**src/rtl/pipe_pkg.sv**
```systemverilog
// -----------------------------------------------------------------------------
// pipe_pkg
// Shared types for the elastic inter-stage registers of the pipelined CPU.
//   pipe_state_e : occupancy state of a pipe_stage_reg instance
//   *_t structs  : per-boundary payload bundles. Stage instances pack these
//                  into the opaque data_i bus and unpack data_o. The stage
//                  register never looks inside them.
//   EX_MEM_W     : width of the EX/MEM bundle, the default stage payload.
// -----------------------------------------------------------------------------
package pipe_pkg;

  // EMPTY : nothing held, ready for input
  // FULL  : main register holds a valid word
  // SKID  : main and skid both hold words; upstream is being back-pressured
  typedef enum logic [1:0] {
    PS_EMPTY = 2'd0,
    PS_FULL  = 2'd1,
    PS_SKID  = 2'd2
  } pipe_state_e;

  // IF/ID boundary
  typedef struct packed {
    logic [31:0] instr;
    logic [31:0] pcplus4;
  } if_id_t;

  // ID/EX boundary
  typedef struct packed {
    logic [31:0] rd1;
    logic [31:0] rd2;
    logic [31:0] immext;
    logic [4:0]  rs1;
    logic [4:0]  rs2;
    logic [4:0]  rd;
    logic [31:0] pc;
    logic [31:0] pcplus4;
  } id_ex_t;

  // EX/MEM boundary
  typedef struct packed {
    logic [31:0] aluresult;
    logic [31:0] writedata;
    logic [4:0]  rd;
    logic [31:0] pcplus4;
  } ex_mem_t;

  // MEM/WB boundary
  typedef struct packed {
    logic [31:0] aluresult;
    logic [31:0] readdata;
    logic [4:0]  rd;
    logic [31:0] pcplus4;
  } mem_wb_t;

  localparam int unsigned EX_MEM_W = $bits(ex_mem_t);

endpackage : pipe_pkg

```
**src/rtl/sat_counter.sv**
```systemverilog
// -----------------------------------------------------------------------------
// sat_counter
// Up-counter that sticks at its all-ones value instead of wrapping, so a long
// stall never reads back as a short one.
//   clk_i : clock, rising edge
//   rst_i : asynchronous active-low reset, clears the count
//   inc_i : count this cycle
//   cnt_o : current count, W bits, saturates at 2^W-1
// -----------------------------------------------------------------------------
module sat_counter #(
  parameter int unsigned W = 16
) (
  input  logic         clk_i,
  input  logic         rst_i,
  input  logic         inc_i,
  output logic [W-1:0] cnt_o
);

  logic [W-1:0] r_cnt;
  logic         w_at_max;

  assign w_at_max = (r_cnt == {W{1'b1}});

  always_ff @(posedge clk_i or negedge rst_i) begin
    if (!rst_i) begin
      r_cnt <= '0;
    end else if (inc_i && !w_at_max) begin
      r_cnt <= r_cnt + 1'b1;
    end
  end

  assign cnt_o = r_cnt;

endmodule : sat_counter

```
**src/rtl/pipe_stage_reg.sv**
```systemverilog
// -----------------------------------------------------------------------------
// pipe_stage_reg
// Elastic pipeline stage register with valid/ready handshaking. It carries an
// opaque DATA_W-bit payload, supports a synchronous flush for hazard bubbles,
// and optionally adds a skid entry so that ready_o comes straight from a flop.
//
// Parameters
//   DATA_W       : payload width (default fits the EX/MEM bundle)
//   SKID_EN      : 1 = main + skid entry, registered ready_o
//                  0 = main only, ready_o = !valid_o || ready_i
//   CLR_ON_FLUSH : 1 = payload registers zeroed on flush, 0 = payload kept
//   CNT_W        : stall counter width
//
// Ports
//   clk_i       in   clock, rising edge
//   rst_i       in   asynchronous active-low reset
//   flush_i     in   synchronous flush, overrides every handshake this cycle
//   valid_i     in   upstream word valid
//   ready_o     out  stage accepts; transfer when valid_i && ready_o
//   data_i      in   upstream payload
//   valid_o     out  downstream word valid
//   ready_i     in   downstream accepts; transfer when valid_o && ready_i
//   data_o      out  downstream payload (main register)
//   stall_cnt_o out  saturating count of cycles with valid_o && !ready_i
// -----------------------------------------------------------------------------
module pipe_stage_reg
  import pipe_pkg::*;
#(
  parameter int unsigned DATA_W       = EX_MEM_W,
  parameter bit          SKID_EN      = 1'b1,
  parameter bit          CLR_ON_FLUSH = 1'b1,
  parameter int unsigned CNT_W        = 16
) (
  input  logic              clk_i,
  input  logic              rst_i,
  input  logic              flush_i,
  input  logic              valid_i,
  output logic              ready_o,
  input  logic [DATA_W-1:0] data_i,
  output logic              valid_o,
  input  logic              ready_i,
  output logic [DATA_W-1:0] data_o,
  output logic [CNT_W-1:0]  stall_cnt_o
);

  pipe_state_e       r_state;
  pipe_state_e       w_state_next;
  logic [DATA_W-1:0] r_main;
  logic [DATA_W-1:0] r_skid;

  logic w_main_ld_in;    // main <= data_i
  logic w_main_ld_skid;  // main <= skid (drain skid entry)
  logic w_skid_ld;       // skid <= data_i (capture on stall)
  logic w_clr;           // zero both payload registers
  logic w_stall;

  // ---------------------------------------------------------------------------
  // Next-state and load decode. The FSM only loads from data_i in states where
  // ready_o is high, so acceptance and the loads below always agree.
  // ---------------------------------------------------------------------------
  always_comb begin
    w_state_next   = r_state;
    w_main_ld_in   = 1'b0;
    w_main_ld_skid = 1'b0;
    w_skid_ld      = 1'b0;
    w_clr          = 1'b0;

    unique case (r_state)
      PS_EMPTY: begin
        if (valid_i) begin
          w_main_ld_in = 1'b1;
          w_state_next = PS_FULL;
        end
      end
      PS_FULL: begin
        if (ready_i) begin
          if (valid_i) begin
            // Downstream takes the current word while a new one arrives.
            w_main_ld_in = 1'b1;
          end else begin
            w_state_next = PS_EMPTY;
          end
        end else if (valid_i && SKID_EN) begin
          // ready_o was already high this cycle, so the offered word must be
          // caught somewhere: park it in the skid entry.
          w_skid_ld    = 1'b1;
          w_state_next = PS_SKID;
        end
      end
      PS_SKID: begin
        if (ready_i) begin
          w_main_ld_skid = 1'b1;
          w_state_next   = PS_FULL;
        end
      end
      default: begin
        w_state_next = PS_EMPTY;
      end
    endcase

    // Flush drops the held words and anything offered this cycle.
    if (flush_i) begin
      w_state_next   = PS_EMPTY;
      w_main_ld_in   = 1'b0;
      w_main_ld_skid = 1'b0;
      w_skid_ld      = 1'b0;
      w_clr          = CLR_ON_FLUSH;
    end
  end

  // ---------------------------------------------------------------------------
  // State and payload registers. The skid entry is valid exactly when the
  // state is PS_SKID, so no separate valid flop is kept for it.
  // ---------------------------------------------------------------------------
  always_ff @(posedge clk_i or negedge rst_i) begin
    if (!rst_i) begin
      r_state <= PS_EMPTY;
      r_main  <= '0;
      r_skid  <= '0;
    end else begin
      r_state <= w_state_next;
      if (w_clr) begin
        r_main <= '0;
        r_skid <= '0;
      end else begin
        if (w_main_ld_in) begin
          r_main <= data_i;
        end else if (w_main_ld_skid) begin
          r_main <= r_skid;
        end
        if (w_skid_ld) begin
          r_skid <= data_i;
        end
      end
    end
  end

  assign valid_o = (r_state != PS_EMPTY);
  assign data_o  = r_main;

  // ---------------------------------------------------------------------------
  // Upstream ready.
  // ---------------------------------------------------------------------------
  generate
    if (SKID_EN) begin : g_skid_ready
      // Flopped from the next state so ready_o has no path from ready_i.
      logic r_ready;

      always_ff @(posedge clk_i or negedge rst_i) begin
        if (!rst_i) begin
          r_ready <= 1'b1;
        end else begin
          r_ready <= (w_state_next != PS_SKID);
        end
      end

      assign ready_o = r_ready;
    end else begin : g_comb_ready
      // Without a skid entry the stage can only accept when the main word
      // leaves in the same cycle, which needs ready_i combinationally.
      assign ready_o = !valid_o || ready_i;
    end
  endgenerate

  // ---------------------------------------------------------------------------
  // Stall counter, cleared only by reset (flush leaves it alone).
  // ---------------------------------------------------------------------------
  assign w_stall = valid_o && !ready_i;

  sat_counter #(
    .W (CNT_W)
  ) u_stall_cnt (
    .clk_i (clk_i),
    .rst_i (rst_i),
    .inc_i (w_stall),
    .cnt_o (stall_cnt_o)
  );

endmodule : pipe_stage_reg

```
**config.mk**
```make
export PLATFORM = sky130hd
export DESIGN_NAME = pipe_stage_reg
export DESIGN_NICKNAME = d
export VERILOG_FILES = /design/src/rtl/pipe_pkg.sv /design/src/rtl/sat_counter.sv /design/src/rtl/pipe_stage_reg.sv
export SDC_FILE = /design/constraint.sdc
export NUM_CORES = 1
export LEC_CHECK = 0
export CAP_MARGIN = 20
export CORE_MARGIN = 4
export CORE_UTILIZATION = 40
export DETAILED_ROUTE_END_ITERATION = 8
export GPL_TIMING_DRIVEN = 0
export PLACE_DENSITY = 0.75
export SYNTH_ARGS = -nofsm -noshare
export SYNTH_HDL_FRONTEND = slang
export SYNTH_SLANG_ARGS = --single-unit
```
**constraint.sdc**
```tcl
create_clock -name clk_i -period 2.9 [get_ports clk_i]
set_input_delay 0.58 -clock clk_i [delete_from_list [all_inputs] [get_ports clk_i]]
set_output_delay 0.58 -clock clk_i [all_outputs]
set_load 0.01 [all_outputs]
```
-- Word-level counts from Yosys, hierarchy flattened
Index checks and enable logic that the tools add are counted.
- multipliers: 0
- shift-type cells: 0
- add/subtract/negate cells: 1
- bitwise logic cells: 0
- $lt $le $gt $ge: 0
- equal/unequal tests: 4
- multiplexer cells: 23
- reductions and logical operators: 8
- div/mod/pow operators: 0
- operators by type and width (cell ; count):
    101-bit two-way mux ; 5
    16-bit by 1-bit adder with 16-bit output, second input constant ; 1
    16-bit == test, second input constant ; 1
    2-bit two-way mux ; 6
    1-bit two-way mux ; 10
    2-bit case mux with 3 select lines ; 1
    2-bit nonzero test ; 2
    3-bit nonzero test ; 1
    2-bit by 1-bit == test with 1-bit output, second input constant ; 1
    2-bit == test, second input constant ; 1
    1-bit logical AND ; 2
    1-bit zero test ; 2
    2-bit zero test ; 1
    2-bit != test, second input constant ; 1
    1-bit case mux with 2 select lines ; 1
- logic and storage cells: 41
- latch bits: 0
- bits in read-only memories: 0
- memories: 0
- bits of input ports: 106
- bits in registers: 221
- memory bits (writable): 0
- output and inout bits: 119

-- Longest topological paths before layout
Gate-level depths: netlist of run 1.
- depth after elaboration: 6
- mapped depth: 6
- mapped depth without buffers: 5

-- Hierarchy
From an unflattened synthesis of run 1, not the netlist that was laid out.
- cell total of the unflattened synthesis: 751
- area total of the unflattened synthesis: 9278.9 µm²
- modules (own cells, without submodules) (module ; area each (µm²) ; instances ; cells an instance ; seq. area each (µm²)):
    pipe_stage_reg ; 8478.1 ; 1 ; 682 ; 5131.2
    sat_counter ; 800.8 ; 1 ; 69 ; 400.4

-- Least setup slack after synthesis of run 1
No wires, ideal clock.
- path kind: reg-to-reg
- from: register u_stall_cnt.r_cnt[0] (netlist: u_stall_cnt.cnt_o[0])
- to: register u_stall_cnt.r_cnt[13] (netlist: u_stall_cnt.cnt_o[13])
- data arrival time: 1679 ps
- cell stages (with the launch flop): 7
- slack: 1142 ps
- required time: 2821 ps
- path buffers: 1
- library setup time: 79 ps
- period minus slack after synthesis: 1758 ps
- cell sequence: dfrtp_1 ha_1 and4_1 a41o_1 buf_2 nor3_1 xor2_1
- longest elaborated chain between the ends: 3
- elaborated cells between the ends (all ways): 4
- classes of those cells: add/sub: 1; eq/ne: 1; reduce/logical: 2
- RTL lines (item ; RTL line ; text):
    start, declared ; sat_counter.sv:19 ; logic [W-1:0] r_cnt;
    start signal, assigned ; sat_counter.sv:28 ; r_cnt <= r_cnt + 1'b1;
    parallel branches: the longest is 3 deep, another holds 16-bit by 1-bit adder with 16-bit output ; n/a ;
Several ways; the timed one is not identified.
A chain may end at the register's enable or synchronous reset.

-- Worst setup path in the final report of run 1
- from: input port ready_i
- to: register r_skid[68]
- longest elaborated chain between the ends: 4
- RTL lines (item ; RTL line ; text):
    start, declared ; pipe_stage_reg.sv:41 ; input logic ready_i,
    1-bit two-way mux ; pipe_stage_reg.sv:76 ; if (ready_i) begin
    1-bit two-way mux ; pipe_stage_reg.sv:68 ; unique case (r_state)
    1-bit two-way mux ; pipe_stage_reg.sv:102 ; if (flush_i) begin
    2-bit nonzero test (no source line) ; n/a ;
    end signal, assigned ; pipe_stage_reg.sv:132 ; r_skid <= data_i;
    end, declared ; pipe_stage_reg.sv:49 ; logic [DATA_W-1:0] r_skid;
No other way between the ends.

==> results of run 1 <==
cells by family (layout without fill, tap and decap cells):
kind of cell               count (synthesis)  after routing  synth area share (%)
muxes                                    104            104                 11.17
and+or+nand+nor                          144            144                 6.521
AOI/OAI and AO/OA                        208            208                 18.09
adders and majority gates                  1              1                0.1339
buffers and inverters                     71            340                 3.494
other                                      0              4                     0
DFF                                      221            221                 59.19
xor gates and xnor gates                  15             15                 1.406
where the power goes:
| part | total, W | switching (W) | internal (W) |
|---|---|---|---|
| combinational | 0.00113 | 0.000566 | 0.000567 |
| clock | 0.00305 | 0.00125 | 0.00180 |
| sequential | 0.00337 | 0.000119 | 0.00325 |
cell type report:
class,count,share of cell area (%)
diodes,4,0.07815
plain buffers,68,2.462
clock buffers,34,5.539
clock inverters,11,0.6838
inverters,3,0.08792
multi-input cells,472,27.22
flip-flops and latches,221,43.19
well taps,313,3.058
repair buffers,224,17.68
cell usage after synthesis, drive strengths merged:
master  number  share of area, %
nor3         7              0.37
nand2b       3              0.20
dfrtp      220                59
o21ai        1             0.054
mux2i      102                11
xnor2        1             0.094
buf         38               2.2
clkbuf      30               1.2
a221oi       1              0.16
nor2b        3              0.20
or2          1             0.067
nor4         2              0.13
nand2      111               4.5
a22o       101               9.5
and2         1             0.067
nand4        1             0.067
dfstp        1              0.28
o21bai       1             0.080
inv          3              0.12
xor2        14               1.3
nor4b        1             0.094
a41o         1              0.11
ha           1              0.13
and4         3              0.28
or3          1             0.067
mux2         2              0.24
nor2         5              0.20
nand3        2              0.11
and3         3              0.20
a21oi        2              0.11
o31ai      101               8.1
metrics by stage:
step	setup WS, ns	area, sq um
final	0.3793	12810
after global routing	0.2311	12810
after CTS	0.4299	12800
after global placement	-8.246	11970
after floorplan	1.142	9345
after detailed placement	-0.09930	12000
worst min-delay path by stage:
stage / slack [ns] / cells after the start / end / start
2_1_floorplan: 0.28 / 0 / data_o[0]$_DFFE_PN0P_ / rst_i
3_3_place_gp: 0.46 / 2 / data_o[78]$_DFFE_PN0P_ / data_o[78]$_DFFE_PN0P_
3_5_place_dp: 0.47 / 2 / data_o[60]$_DFFE_PN0P_ / data_o[60]$_DFFE_PN0P_
4_1_cts: 0.13 / 1 / data_o[27]$_DFFE_PN0P_ / rst_i
5_1_grt: 0.17 / 1 / data_o[20]$_DFFE_PN0P_ / rst_i
6_report: 0.09 / 1 / data_o[24]$_DFFE_PN0P_ / rst_i
routing by layer:
layer / up-vias / share of wire [%] / track usage, %
li1: 3337 / - / -
met1: 3686 / 42 / 27.01
met2: 228 / 47 / 32.25
met3: 57 / 6.7 / 4.824
met4: 4 / 3.6 / 8.026
met5: - / 0.10 / 0
registers in the layout (all words and copies together) (netlist names):
name and flops:
r_skid 101, u_stall_cnt.cnt_o 16, r_state 2, data_o 101, ready_o 1
==> flow_summary.ini, run 1 <==
[run_status]
status = finished clean

[clocking]
cts_sinks = 221
clockBufferDepth = 3
clk_pin_slew_worst_paths_ns = 0.06
clk_latency_ns = 0.50
root_buffer = clkbuf_16
hold_buffers = 0
numCtsBuffers = 25
ctsResizeCount = 0
cts_tree = built
cts-htree-levels = 1
cts_setup_buffers = 0

[hold_path]
min_path_type = in2async

[die]
die_h_um = 160.9
ios = 225
die_x_um = 160.9
initial_core_util_pct = 41.03
coreArea_sq_mm = 0.02278
rows = 55
die_area_sq_mm = 0.02587

[finish]
n_fill_cell = 1947
nets = 1122
multi_input_area_sq_mm = 0.003487
layout_commonest_cell = clkdlybuf4s50_1
syn_to_final_growth_pct = 37.06
fin_util_pct = 56.23
final-seq-area_sq_mm = 0.005532
drive_above_1_share_pct = 7.938
finalNonFillerCells = 1350
final_cell_mix = clkdlybuf4s50_1, dfrtp_1, nand2_1

[setup_path]
path_class = in2reg
critPathLaunch = ready_i
crit_top_cell = clkbuf_1
setup.worst_path.end = r_skid[68]$_DFFE_PN0P_
critPathTopFamily = buffers and inverters
cp_cell_sequence = clkdlybuf4s50_1 -> nand2b_1 -> nor3_1 -> clkbuf_1 -> clkbuf_1 -> a22o_1
regToRegSetupSlack_ns = 0.52
worst-path-buf-inv = 3
r2r_end = r_skid[68]$_DFFE_PN0P_
crit_path_end_kind = register
arrival_ns = 2.96
critical_path.max_fanout = 10
cp_num_cells = 6
cp_data_required_time_ns = 3.34
r2r-start = r_state[1]$_DFF_PN0_
worstSetupStartpointType = input port
r2r_cells = 5
slowest_stage = clkbuf_1
slowest_delay_ns = 0.70

[synth]
seq_area_frac_synth_pct = 59.19
synth_seq_cells = 221
synth_cells = 764
synth_cell_type_count = 33
syn_nets = 871
synth_area_per_cell_sq_um = 12.23
synth_warnings = 0
syn-cell-area_sq_mm = 0.009345

[timing]
fin_skew_ns = 0.004478
hold_ws_ns = 0.08726
worstMarginPinSlew_ns = 0.8793
tns_ns = 0
hold_viol = 0
post-route-min-period_ns = 2.521
maxSlewViolCount = 0
post-route-period-util_pct = 86.92
relSlewSlack_pct = 41.38
max_freq_ghz = 0.3967
finalSetupViolCount = 0
rsz0062_at_grt = false

[power_and_ir_drop]
power_density_mw_per_mm2 = 589.7
leakagePower_nw = 5.760
ir_drop_mv = 0.4231
power_w = 0.007553

[place]
dp_cells = 1301
gp_congestion = 0.8185
portBuffers = 223
dp_hpwl_um = 17910

[grt]
grt_start_max_net_pins = 122
antenna_found_initial = 6
grt_pass1_wl_um = 42940
grt_usage_pct = 20.29
grt_pass1_vias = 7699
grt-ovfl-total = 0

[detailed_routing]
ant_nets = 0
vias = 7312
drc_errors = 0
finalWirelength_um = 26680
vias_per_cell = 5.416
wire_per_inst_um = 19.76
drtPass1Iterations = 6
drtIter0Drc = 365

[run]
drv_cap = 0
No activity file was read; power rests on OpenSTA's default activity.
==> run 2: changes to the inputs <==
--- a/config.mk
+++ b/config.mk
@@ -10,7 +10,7 @@
 export CORE_UTILIZATION = 40
 export DETAILED_ROUTE_END_ITERATION = 8
 export GPL_TIMING_DRIVEN = 0
-export PLACE_DENSITY = 0.75
+export PLACE_DENSITY = 0.77
 export SYNTH_ARGS = -nofsm -noshare
 export SYNTH_HDL_FRONTEND = slang
 export SYNTH_SLANG_ARGS = --single-unit
==> constraint.sdc (replaced) <==
create_clock -name clk_i -period 2.1 [get_ports clk_i]
set_input_delay 0.42 -clock clk_i [delete_from_list [all_inputs] [get_ports clk_i]]
set_output_delay 0.42 -clock clk_i [all_outputs]
set_load 0.01 [all_outputs]
==> run 2 against run 1 <==
Clock power is 47% higher; core utilization grew 0.44 points; final cell count fell by 0.37%; clock-buffer cell count unchanged; setup slack worse by 0.30 ns; clock skew rose by 0.0018 ns; sequential power rose by 38%; register-to-register slack worse by 0.44 ns; routed wire length shrank 2.6%; hold slack improved by 0.38 ns; combinational power up 39%; first-iteration DRC count rose by 15%; critical path type is now reg2reg; highest routed layer is now met4.
==> flow_summary.ini, run 2 (synthesized netlist as in run 1, its figures left out) <==
[setup_path]
path_class = reg2reg
critPathTopFamily = buffers and inverters
regToRegSetupSlack_ns = 0.08
crit_path_end_kind = register
worstSetupStartpointType = register
r2r_cells = 6
worst-path-buf-inv = 2
cp_data_required_time_ns = 2.51
slowest_delay_ns = 0.44
arrival_ns = 2.43
cp_num_cells = 6
cp_cell_sequence = mux2_2 -> a221oi_4 -> buf_4 -> buf_2 -> nand2_1 -> o31ai_1
critical_path.max_fanout = 10
slowest_stage = dfrtp_1

[timing]
setup_ws_ns = 0.07736
post-route-period-util_pct = 96.32
max_freq_ghz = 0.4944
hold_viol = 0
tns_ns = 0
maxSlewViolCount = 0
post-route-min-period_ns = 2.023
rsz0062_at_grt = true
relSlewSlack_pct = 47.64
finalSetupViolCount = 0
worstMarginPinSlew_ns = 0.7855
fin_skew_ns = 0.006244

[finish]
final_cell_mix = clkdlybuf4s50_1, dfrtp_1, nand2_1
drive_above_1_share_pct = 9.029
fin_util_pct = 56.67
finalNonFillerCells = 1345
layout_commonest_cell = clkdlybuf4s50_1
syn_to_final_growth_pct = 38.13
nets = 1122

[hold_path]
min_path_type = reg2reg
hold_depth = 2

[clocking]
root_buffer = clkbuf_16
cts_setup_buffers = 0
clk_latency_ns = 0.51
clk_pin_slew_worst_paths_ns = 0.06
cts_sinks = 221
cts-htree-levels = 1
numCtsBuffers = 24
clockBufferDepth = 3
cts_tree = built

[power_and_ir_drop]
intPower_w = 0.008049
p_comb_share_pct = 14.7
ir_drop_mv = 0.5254
seqPwrFrac_pct = 43.5
power_density_mw_per_mm2 = 828.2
power.switching_w = 0.002643
power_w = 0.01069
leakagePower_nw = 5.835
clkPwrFrac_pct = 41.8
power.share.switching_pct = 24.72

[grt]
grt_pass1_vias = 7563
grt_start_max_net_pins = 124
grt-ovfl-total = 0
grt_usage_pct = 19.72
antenna_found_initial = 2
grt_pass1_wl_um = 41770

[run]
drv_cap = 0

[die]
initial_core_util_pct = 41.03
die_x_um = 160.9
ios = 225
rows = 55
die_h_um = 160.9
die_area_sq_mm = 0.02587
coreArea_sq_mm = 0.02278

[detailed_routing]
finalWirelength_um = 26000
wire_per_inst_um = 19.33
drc_errors = 0
vias_per_cell = 5.390
ant_nets = 0
drtPass1Iterations = 5
vias = 7250
drtIter0Drc = 418

[run_status]
status = finished clean

[place]
dp_slack_ns = -0.6380
portBuffers = 223
dp_hpwl_um = 17670
dp_cells = 1301
gp_congestion = 0.7965
run 2: cell count changes in the layout (fill, tap and decap cells not counted), sizes merged:
| cell | previous run | this run |
|---|---|---|
| dlygate4sd2 | 0 | 1 |
| buf | 40 | 29 |
| clkinv | 7 | 3 |
| clkdlybuf4s50 | 222 | 221 |
| clkinvlp | 3 | 1 |
| clkbuf | 64 | 75 |
| diode | 4 | 2 |
| dlygate4sd3 | 0 | 1 |
| bufinv | 1 | 3 |
run 2: metrics by stage:
step           instance area (sq um)  hold slack [ns]
2_1_floorplan                   9345           0.1244
3_3_place_gp                   11970           0.4585
3_5_place_dp                   12000           0.4650
4_1_cts                        12860           0.4172
5_1_grt                        12910           0.4858
6_report                       12910           0.4722
run 2: worst paths after layout:
path                                     endpoint                   start
setup / recovery           data_o[99]$_DFFE_PN0P_    r_state[1]$_DFF_PN0_
hold reg to reg            data_o[77]$_DFFE_PN0P_  data_o[77]$_DFFE_PN0P_
max in group asynchronous   r_skid[5]$_DFFE_PN0P_                   rst_i
min in group asynchronous  data_o[90]$_DFFE_PN0P_                   rst_i
setup reg to reg           data_o[99]$_DFFE_PN0P_    r_state[1]$_DFF_PN0_
hold / removal             data_o[77]$_DFFE_PN0P_  data_o[77]$_DFFE_PN0P_
run 2: routing by layer:
| layer | vias to the layer above | global-route usage [%] | routed length [um] |
|---|---|---|---|
| met5 | - | 0 | 0 |
| met4 | 0 | 4.963 | 484 |
| met3 | 36 | 5.004 | 1873 |
| met2 | 221 | 32.44 | 12630 |
| met1 | 3676 | 26.31 | 11010 |
| li1 | 3317 | - | - |
run 2: worst register-to-register path, stage by stage (launching register included):
cell      delay, ns
dfrtp_1        0.44
mux2_2         0.40
a221oi_4       0.34
buf_4          0.28
buf_2          0.29
nand2_1        0.10
o31ai_1        0.07
run 2: final cells by class:
class / count / area, sq um
multi-input cells: 472 / 3501
inverters: 3 / 11.26
plain buffers: 68 / 351.6
repair buffers: 225 / 2273
clock inverters: 7 / 112.6
diodes: 2 / 5.005
well taps: 313 / 391.6
flip-flops and latches: 221 / 5533
clock buffers: 34 / 729.5
fillers: 1916 / 9869
run 2: power groups by stage:
stage                     logic (W)  registers [W]  clock network [W]
after global placement      0.00154        0.00473                  0
final                       0.00157        0.00465            0.00447
after floorplan            0.000594        0.00479                  0
after CTS                   0.00158        0.00466            0.00456
after detailed placement    0.00157        0.00473                  0
after global routing        0.00169        0.00469            0.00475
run 2: what timing repair did:
| action | in CTS | in global routing |
|---|---|---|
| pin swaps | 0 | 0 |
| hold endpoints to repair | 98 | 0 |
| resized for setup | 6 | 23 |
| hold buffers | 1 | 0 |
| gates cloned | 0 | 0 |
| endpoints found under the setup margin | 137 | 170 |
